===== src/rtl/tlul_pkg.sv =====
// rtl/tlul_pkg.sv - TL-UL channel types shared by hosts, devices and the arbiter
package tlul_pkg;

    localparam logic [2:0] OP_PUT_FULL    = 3'd0;
    localparam logic [2:0] OP_PUT_PARTIAL = 3'd1;
    localparam logic [2:0] OP_GET         = 3'd4;
    localparam logic [2:0] OP_ACK         = 3'd0;
    localparam logic [2:0] OP_ACK_DATA    = 3'd1;

    // Host-to-device: A-channel request plus the D-channel ready.
    // a_user carries the command/data integrity bits.
    typedef struct packed {
        logic        a_valid;
        logic [2:0]  a_opcode;
        logic [2:0]  a_param;
        logic [1:0]  a_size;
        logic [7:0]  a_source;
        logic [31:0] a_address;
        logic [3:0]  a_mask;
        logic [31:0] a_data;
        logic [15:0] a_user;
        logic        d_ready;
    } tl_h2d_t;

    // Device-to-host: D-channel response plus the A-channel ready.
    typedef struct packed {
        logic        d_valid;
        logic [2:0]  d_opcode;
        logic [2:0]  d_param;
        logic [1:0]  d_size;
        logic [7:0]  d_source;
        logic        d_sink;
        logic [31:0] d_data;
        logic [13:0] d_user;
        logic        d_error;
        logic        a_ready;
    } tl_d2h_t;

endpackage


===== src/rtl/tlul_rr_arb.sv =====
// rtl/tlul_rr_arb.sv - combinational round-robin picker
// Ports:
//   req_i   - one request bit per requester
//   ptr_i   - index with highest priority this cycle
//   gnt_o   - first requester found searching upward from ptr_i (wrapping)
//   valid_o - at least one requester is active
module tlul_rr_arb #(
    parameter int N = 2,
    localparam int HW = (N > 1) ? $clog2(N) : 1
) (
    input  logic [N-1:0]  req_i,
    input  logic [HW-1:0] ptr_i,
    output logic [HW-1:0] gnt_o,
    output logic          valid_o
);

    logic [HW:0] w_dist;
    logic [HW:0] w_best;

    // Each requester's priority is its wrapped distance from ptr_i;
    // the smallest distance wins.
    always_comb begin
        gnt_o   = '0;
        valid_o = 1'b0;
        w_best  = (HW+1)'(N);
        w_dist  = '0;
        for (int i = 0; i < N; i++) begin
            if (HW'(i) >= ptr_i) begin
                w_dist = {1'b0, HW'(i) - ptr_i};
            end else begin
                w_dist = (HW+1)'(i + N) - {1'b0, ptr_i};
            end
            if (req_i[HW'(i)] && (w_dist < w_best)) begin
                w_best  = w_dist;
                gnt_o   = HW'(i);
                valid_o = 1'b1;
            end
        end
    end

endmodule


===== src/rtl/tlul_host_arb.sv =====
// rtl/tlul_host_arb.sv - N-to-1 TL-UL arbiter, one transaction in flight
// Ports:
//   clk_i, rst_ni - clock, asynchronous active-low reset
//   tl_h_i/tl_h_o - per-host request / response channels
//   tl_d_o/tl_d_i - shared device request / response channel
module tlul_host_arb
    import tlul_pkg::*;
#(
    parameter int NumHosts = 2
) (
    input  logic    clk_i,
    input  logic    rst_ni,
    input  tl_h2d_t tl_h_i [NumHosts],
    output tl_d2h_t tl_h_o [NumHosts],
    output tl_h2d_t tl_d_o,
    input  tl_d2h_t tl_d_i
);

    localparam int HW = $clog2(NumHosts);

    typedef enum logic [1:0] {
        ST_IDLE,
        ST_REQ,
        ST_RSP
    } state_e;

    state_e              r_state_q;
    state_e              w_state_d;
    logic [HW-1:0]       r_ptr_q;
    logic [HW-1:0]       r_gnt_q;
    logic [NumHosts-1:0] w_req;
    logic [HW-1:0]       w_arb_gnt;
    logic                w_arb_valid;
    logic [HW-1:0]       w_sel;
    logic                w_a_req;
    logic                w_a_ack;
    logic                w_d_ack;

    if (NumHosts < 2 || NumHosts > 8) begin : g_bad_num_hosts
        $error("tlul_host_arb: NumHosts must be within 2..8");
    end

    for (genvar i = 0; i < NumHosts; i++) begin : g_req
        assign w_req[i] = tl_h_i[i].a_valid;
    end

    tlul_rr_arb #(
        .N (NumHosts)
    ) u_rr_arb (
        .req_i   (w_req),
        .ptr_i   (r_ptr_q),
        .gnt_o   (w_arb_gnt),
        .valid_o (w_arb_valid)
    );

    always_comb begin
        w_state_d = r_state_q;
        w_sel     = r_gnt_q;
        w_a_req   = 1'b0;
        w_a_ack   = 1'b0;
        w_d_ack   = 1'b0;
        tl_d_o    = '0;
        tl_h_o    = '{default: '0};
        unique case (r_state_q)
            ST_IDLE, ST_REQ: begin
                // In REQ the grant is frozen so the presented A-phase cannot
                // switch hosts while a_valid is held.
                w_sel = (r_state_q == ST_IDLE) ? w_arb_gnt : r_gnt_q;
                if (tl_h_i[w_sel].a_valid) begin
                    w_a_req               = 1'b1;
                    tl_d_o                = tl_h_i[w_sel];
                    tl_d_o.d_ready        = 1'b0;
                    tl_h_o[w_sel].a_ready = tl_d_i.a_ready;
                    w_a_ack               = tl_d_i.a_ready;
                    w_state_d             = tl_d_i.a_ready ? ST_RSP : ST_REQ;
                end
            end
            ST_RSP: begin
                // Only one transaction is outstanding, so routing comes from
                // the latched grant rather than d_source.
                tl_h_o[r_gnt_q]         = tl_d_i;
                tl_h_o[r_gnt_q].a_ready = 1'b0;
                tl_d_o.d_ready          = tl_h_i[r_gnt_q].d_ready;
                w_d_ack                 = tl_d_i.d_valid & tl_h_i[r_gnt_q].d_ready;
                if (w_d_ack) begin
                    w_state_d = ST_IDLE;
                end
            end
            default: w_state_d = ST_IDLE;
        endcase
    end

    always_ff @(posedge clk_i or negedge rst_ni) begin
        if (!rst_ni) begin
            r_state_q <= ST_IDLE;
            r_ptr_q   <= '0;
            r_gnt_q   <= '0;
        end else begin
            r_state_q <= w_state_d;
            if (w_a_req) begin
                r_gnt_q <= w_sel;
            end
            if (w_a_ack) begin
                r_ptr_q <= (w_sel == HW'(NumHosts - 1)) ? '0 : w_sel + 1'b1;
            end
        end
    end

    property p_gnt_stable_in_req;
        @(posedge clk_i) disable iff (!rst_ni)
            (r_state_q == ST_REQ) |=> $stable(r_gnt_q);
    endproperty
    a_gnt_stable_in_req: assert property (p_gnt_stable_in_req)
        else $error("tlul_host_arb: grant moved while a request was pending");

    property p_no_dvalid_outside_rsp;
        @(posedge clk_i) disable iff (!rst_ni)
            tl_d_i.d_valid |-> (r_state_q == ST_RSP);
    endproperty
    a_no_dvalid_outside_rsp: assert property (p_no_dvalid_outside_rsp)
        else $error("tlul_host_arb: device d_valid with no transaction outstanding");

endmodule


===== config.mk =====
export PLATFORM = sky130hd
export DESIGN_NAME = tlul_host_arb
export DESIGN_NICKNAME = d
export VERILOG_FILES = /design/src/rtl/tlul_pkg.sv /design/src/rtl/tlul_rr_arb.sv /design/src/rtl/tlul_host_arb.sv
export SDC_FILE = /design/constraint.sdc
export NUM_CORES = 1
export LEC_CHECK = 0
export BUFFER_PORTS_ARGS = -buffer_cell sky130_fd_sc_hd__buf_2
export CORE_AREA = 3 3 197 199
export DETAILED_ROUTE_END_ITERATION = 10
export DIE_AREA = 0 0 200 202
export PLACE_DENSITY = 0.38
export SLEW_MARGIN = 20
export SYNTH_ARGS = -nofsm -noshare
export SYNTH_HDL_FRONTEND = slang
export SYNTH_SLANG_ARGS = --single-unit

===== constraint.sdc =====
create_clock -name clk_i -period 1.6 [get_ports clk_i]
set_input_delay 0.48 -clock clk_i [delete_from_list [all_inputs] [get_ports clk_i]]
set_output_delay 0.48 -clock clk_i [all_outputs]
set_load 0.1 [all_outputs]

Yosys cells after proc, flatten, opt, wreduce, memory -nomap -nowiden
Index checks and enable logic that the tools add are counted.
{ "word_totals": {"ff_bits": 3, "latch_bits": 0, "mem_bits_rw": 0, "rom_bits": 0, "in_bits": 272, "output_inout_bits": 234, "elab_cells": 46, "n_memories": 0} }
{ "op_classes": {"n_addsub": 0, "multipliers": 0, "n_div": 0, "order_cmp": 4, "eq_ne": 4, "shifts": 0, "muxes": 25, "bitwise": 5, "reduce_logical": 6} }
{ "op_table": {"columns": ["operator", "n"], "rows": [
  ["$mux W102", 4],
  ["$and A132 B132 Y132", 2],
  ["$pmux W132 S2", 1],
  ["$demux W66 S1", 3],
  ["$bwmux W132", 1],
  ["$mux W132", 1],
  ["$mux W101", 1],
  ["$mux W66", 1],
  ["$mux W1", 8],
  ["$mux W2", 3],
  ["$ge A2 B2 Y1 const B", 2],
  ["$lt A2 B1 Y1 const B", 2],
  ["$ne A2 B2 Y1 const B", 2],
  ["$not A1 Y2", 2],
  ["$pmux W2 S2", 1],
  ["$reduce_and A2 Y1", 2],
  ["$eq A2 B1 Y1 const B", 1],
  ["$eq A2 B2 Y1 const B", 1],
  ["$logic_and A1 B1 Y1", 2],
  ["$logic_not A2 Y1", 1],
  ["$pmux W1 S2", 1],
  ["$reduce_or A2 Y1", 1],
  ["$and A1 B1 Y1", 1]
]} }

Depth between registers and ports, before layout
{ "logic_depth": {"depth_word": 10, "mapped_depth": 6, "mapped_depth_nobuf": 3} }

Cells and area by module
A second synthesis with hierarchy kept.
{ "hier_totals": {"hier_cells": 518, "hier_area_um2": 3204.3} }
{ "by_module_without_submodules": {"columns": ["module", "instances", "cells_each", "area_each_um2", "seq_area_each_um2"], "rows": [
  ["tlul_host_arb", 1, 515, 3185.6, 100.1],
  ["tlul_rr_arb", 1, 3, 18.8, 0.0]
]} }

Worst setup path after synthesis
Ideal clock, no wire load.
{ "synth_path": {"path_kind": "register to output", "startpoint": "register r_gnt_q", "endpoint": "output port tl_d_o[100] (netlist bit)", "arrival_time_ns": 2.519, "required_ns": 1.120, "path_slack_ns": -1.399, "stages_incl_launch_ff": 7, "n_path_buf": 3, "path_cell_list": "dfrtp_1 > buf_2 > a21boi_1 > o21bai_1 > buf_4 > buf_6 > a21oi_1"} }
{ "synth_lines": {"columns": ["element", "line", "source"], "rows": [
  ["start, declared", "tlul_host_arb.sv:30", "logic [HW-1:0] r_gnt_q;"],
  ["start signal, assigned", "tlul_host_arb.sv:101", "r_gnt_q <= w_sel;"],
  ["end, declared", "tlul_host_arb.sv:15", "output tl_h2d_t tl_d_o,"]
]} }

==> flow_metrics.py <==
metrics = {
    "outcome": {
        "status": "finished with violations",
        "violations": "setup timing",
    },
    "placement": {
        "portBuffers": 505,
        "gp_congestion": 0.7728,
        "dpl-instance-area_mm2": 0.01009,
        "placedCellCount": 1532,
        "dp_hpwl_um": 22040,
    },
    "setup_path": {
        "cp_slowest_cell": "dfrtp_2",
        "start_kind": "flop",
        "endpoint_kind": "output port",
        "critPathKind": "reg -> out",
        "max_stage_delay_ns": 0.44,
        "crit_fanout": 7,
        "worstPathRequired_ns": 1.12,
        "path_cells": "buf_6 -> o21ai_4 -> buf_12 -> buf_12 -> buf_8 -> nand2_1 -> a21oi_2 -> buf_4 -> buf_12",
        "worst_ep_arrival_time_ns": 1.84,
        "cpMostUsedCell": "buf_12",
    },
    "sta": {
        "timing.final.crit_share_pct": 144.7,
        "clock.fmax_mhz": 431.9,
        "slew_violations": 0,
        "hold_viol_final": 0,
        "holdWs_ns": 0.06164,
        "grt_setup_unrepaired": "true",
        "fin_crit_ns": 2.315,
        "slew_headroom_pct": 67.76,
        "setup_viol": 234,
        "tightestPinTransition_ns": 0.4869,
        "clock_skew_ns": 0.001592,
        "setup_slack_ns": -0.7154,
    },
    "final_layout": {
        "drive_above_1_share_pct": 82.49,
        "nets": 1335,
        "area_growth_pct": 346.1,
        "multiInputGateArea_mm2": 0.003298,
        "fill_cells": 3919,
        "num_antenna_cells": 0,
        "design_area_mm2": 0.01148,
        "instances_no_fill": 1573,
        "seq_area_um2": 78.83,
    },
    "worst_hold_path": {
        "hp-class": "in -> async",
    },
    "route": {
        "antenna_left": 0,
        "wl_per_cell_um": 17.47,
        "vias": 5631,
        "drt_iter0_markers": 119,
        "routed_wirelength_um": 27490,
        "avgViaCountPerCell": 3.580,
        "drc_errors": 0,
        "firstDrtPassIters": 4,
    },
    "floorplanning": {
        "die_w_um": 200,
        "die_h_um": 202,
        "rows": 71,
        "start_util_pct": 6.878,
        "core_mm2": 0.03740,
        "fp.dieArea_mm2": 0.04040,
        "io_pins": 506,
    },
    "pwr": {
        "finalPower_mw": 10.49,
        "p_per_area_mw_per_mm2": 913.8,
        "p_leak_nw": 5.068,
        "ir_worst_vdd_mv": 0.5180,
    },
    "logic_synthesis": {
        "synth-seq-cells": 3,
        "ys_seq_area_share_pct": 2.918,
        "yosys.cell_types.count": 20,
        "synth_area_mm2": 0.002572,
        "synth_nets": 777,
        "postSynthCellCount": 505,
        "ys_warn_count": 0,
        "avgSynthCellArea_um2": 5.094,
    },
    "clock_tree": {
        "clkSinkCount": 3,
        "holdBufCountCts": 0,
        "cts_tree": "done",
        "cts_buffers": 3,
        "clkLatencyLatePin_ns": 0.22,
        "clkTransAtPathRegs_ns": 0.03,
        "cts_root_buffer": "clkbuf_16",
        "ctsHtreeMaxLevel": 1,
        "clockBufferDepth": 2,
    },
    "global_routing": {
        "grt_pass1_wl_um": 36310,
        "antenna_found_initial": 2,
        "grt_pass1_vias": 5915,
        "grt_overflow": 0,
        "track_usage_pct": 11.84,
        "grt_max_degree": 47,
    },
    "run": {
        "cap_violations": 0,
    },
}
-- state kept, by name, summed over array words and instances (netlist names) --
signal     flops
r_state_q      2
r_gnt_q        1
-- stage by stage --
stage,setup WS (ns),util [%],setup TNS [ns]
final,-0.7154,30.68,-151.17
after global routing,-0.7744,30.68,-163.47
after CTS,-0.7242,29.47,-151.11
after detailed placement,-0.9409,26.97,-114.31
after global placement,-0.9574,26.97,-114.17
after floorplan,-1.361,-,-164.32
-- synthesized netlist by cell type, drive strengths merged --
cell type  number  area share [%]
o21a            1            0.29
clkbuf         14             2.5
mux2i           2            0.78
o21ai           3            0.58
nor2            4            0.58
and3            3            0.73
nand2         201              29
nor2b           2            0.49
a21boi          1            0.29
nand2b          1            0.24
buf            34             8.9
o21bai          2            0.58
dfrtp           3             2.9
and2          130              32
inv             2            0.29
a21oi         102              20
-- path summary, 6_finish.rpt --
check / depth (start not counted) / from / end / slack, ns
max: 9 / r_gnt_q / tl_d_o[40] / -0.72
min: 1 / rst_ni / r_gnt_q / 0.06
max reg2reg: 5 / r_state_q[0] / r_state_q[1] / 0.33
min reg2reg: 2 / r_state_q[1] / r_state_q[0] / 0.63
max in group asynchronous: 1 / rst_ni / r_state_q[0] / 1.40
min in group clk_i: 3 / tl_d_i[0] / r_state_q[0] / 0.55
-- per-layer routing --
layer	part of all wire, %	global-route usage, %
met3	9.1	3.517
met1	33	11.79
met2	57	24.40
met5	0.098	0
met4	0.76	1.097
-- logic make-up after synthesis --
family                 synth area share [%]
buffers and inverters                 11.72
AO/OA/AOI/OAI                         21.60
flip-flops                            2.918
multiplexers                         0.7782
AND/OR/NAND/NOR                       62.99
-- cell type report --
type,instances,share of cell area (%)
inverter,2,0.09812
timing repair buffer,601,64.22
sequential,3,0.6869
tap,511,5.571
multi-input combinational,452,28.74
clock buffer,4,0.6869
-- cells in the final DEF, fill, tap and decap left out, types with 2 or more instances in the layout --
cell type and n:
nand2_4 11, clkbuf_16 11, and2_4 130, a21oi_4 28, a21oi_1 9, and3_4 2, buf_8 5, nor2b_1 2
nand2_1 167, buf_12 252, o21ai_0 2, a21oi_2 65, buf_4 39, buf_16 7, buf_2 272, nand2_2 23
buf_6 18, nor2_4 3, dfrtp_2 3
-- report_power, final --
| group | internal [mW] | total (mW) | switching (mW) |
|---|---|---|---|
| logic | 3.65 | 9.96 | 6.31 |
| clock network | 0.329 | 0.401 | 0.0719 |
| registers | 0.0945 | 0.127 | 0.0326 |
| total | 4.07 | 10.5 | 6.41 |
-- worst max-delay path, delay by kind of cell, from the launching register on --
| family | cells | cell delay, ns |
|---|---|---|
| AOI/OAI and AO/OA | 2 | 0.18 |
| DFF | 1 | 0.44 |
| and+or+nand+nor | 1 | 0.07 |
| buffers and inverters | 6 | 0.91 |
-- timing repair --
action,4_1_cts,5_1_grt
endpoints found under the setup margin,234,234
setup buffers,15,5
cloned,6,13
pin swaps,85,22
gates resized for setup,144,42
No activity file was read; power rests on OpenSTA's default activity.
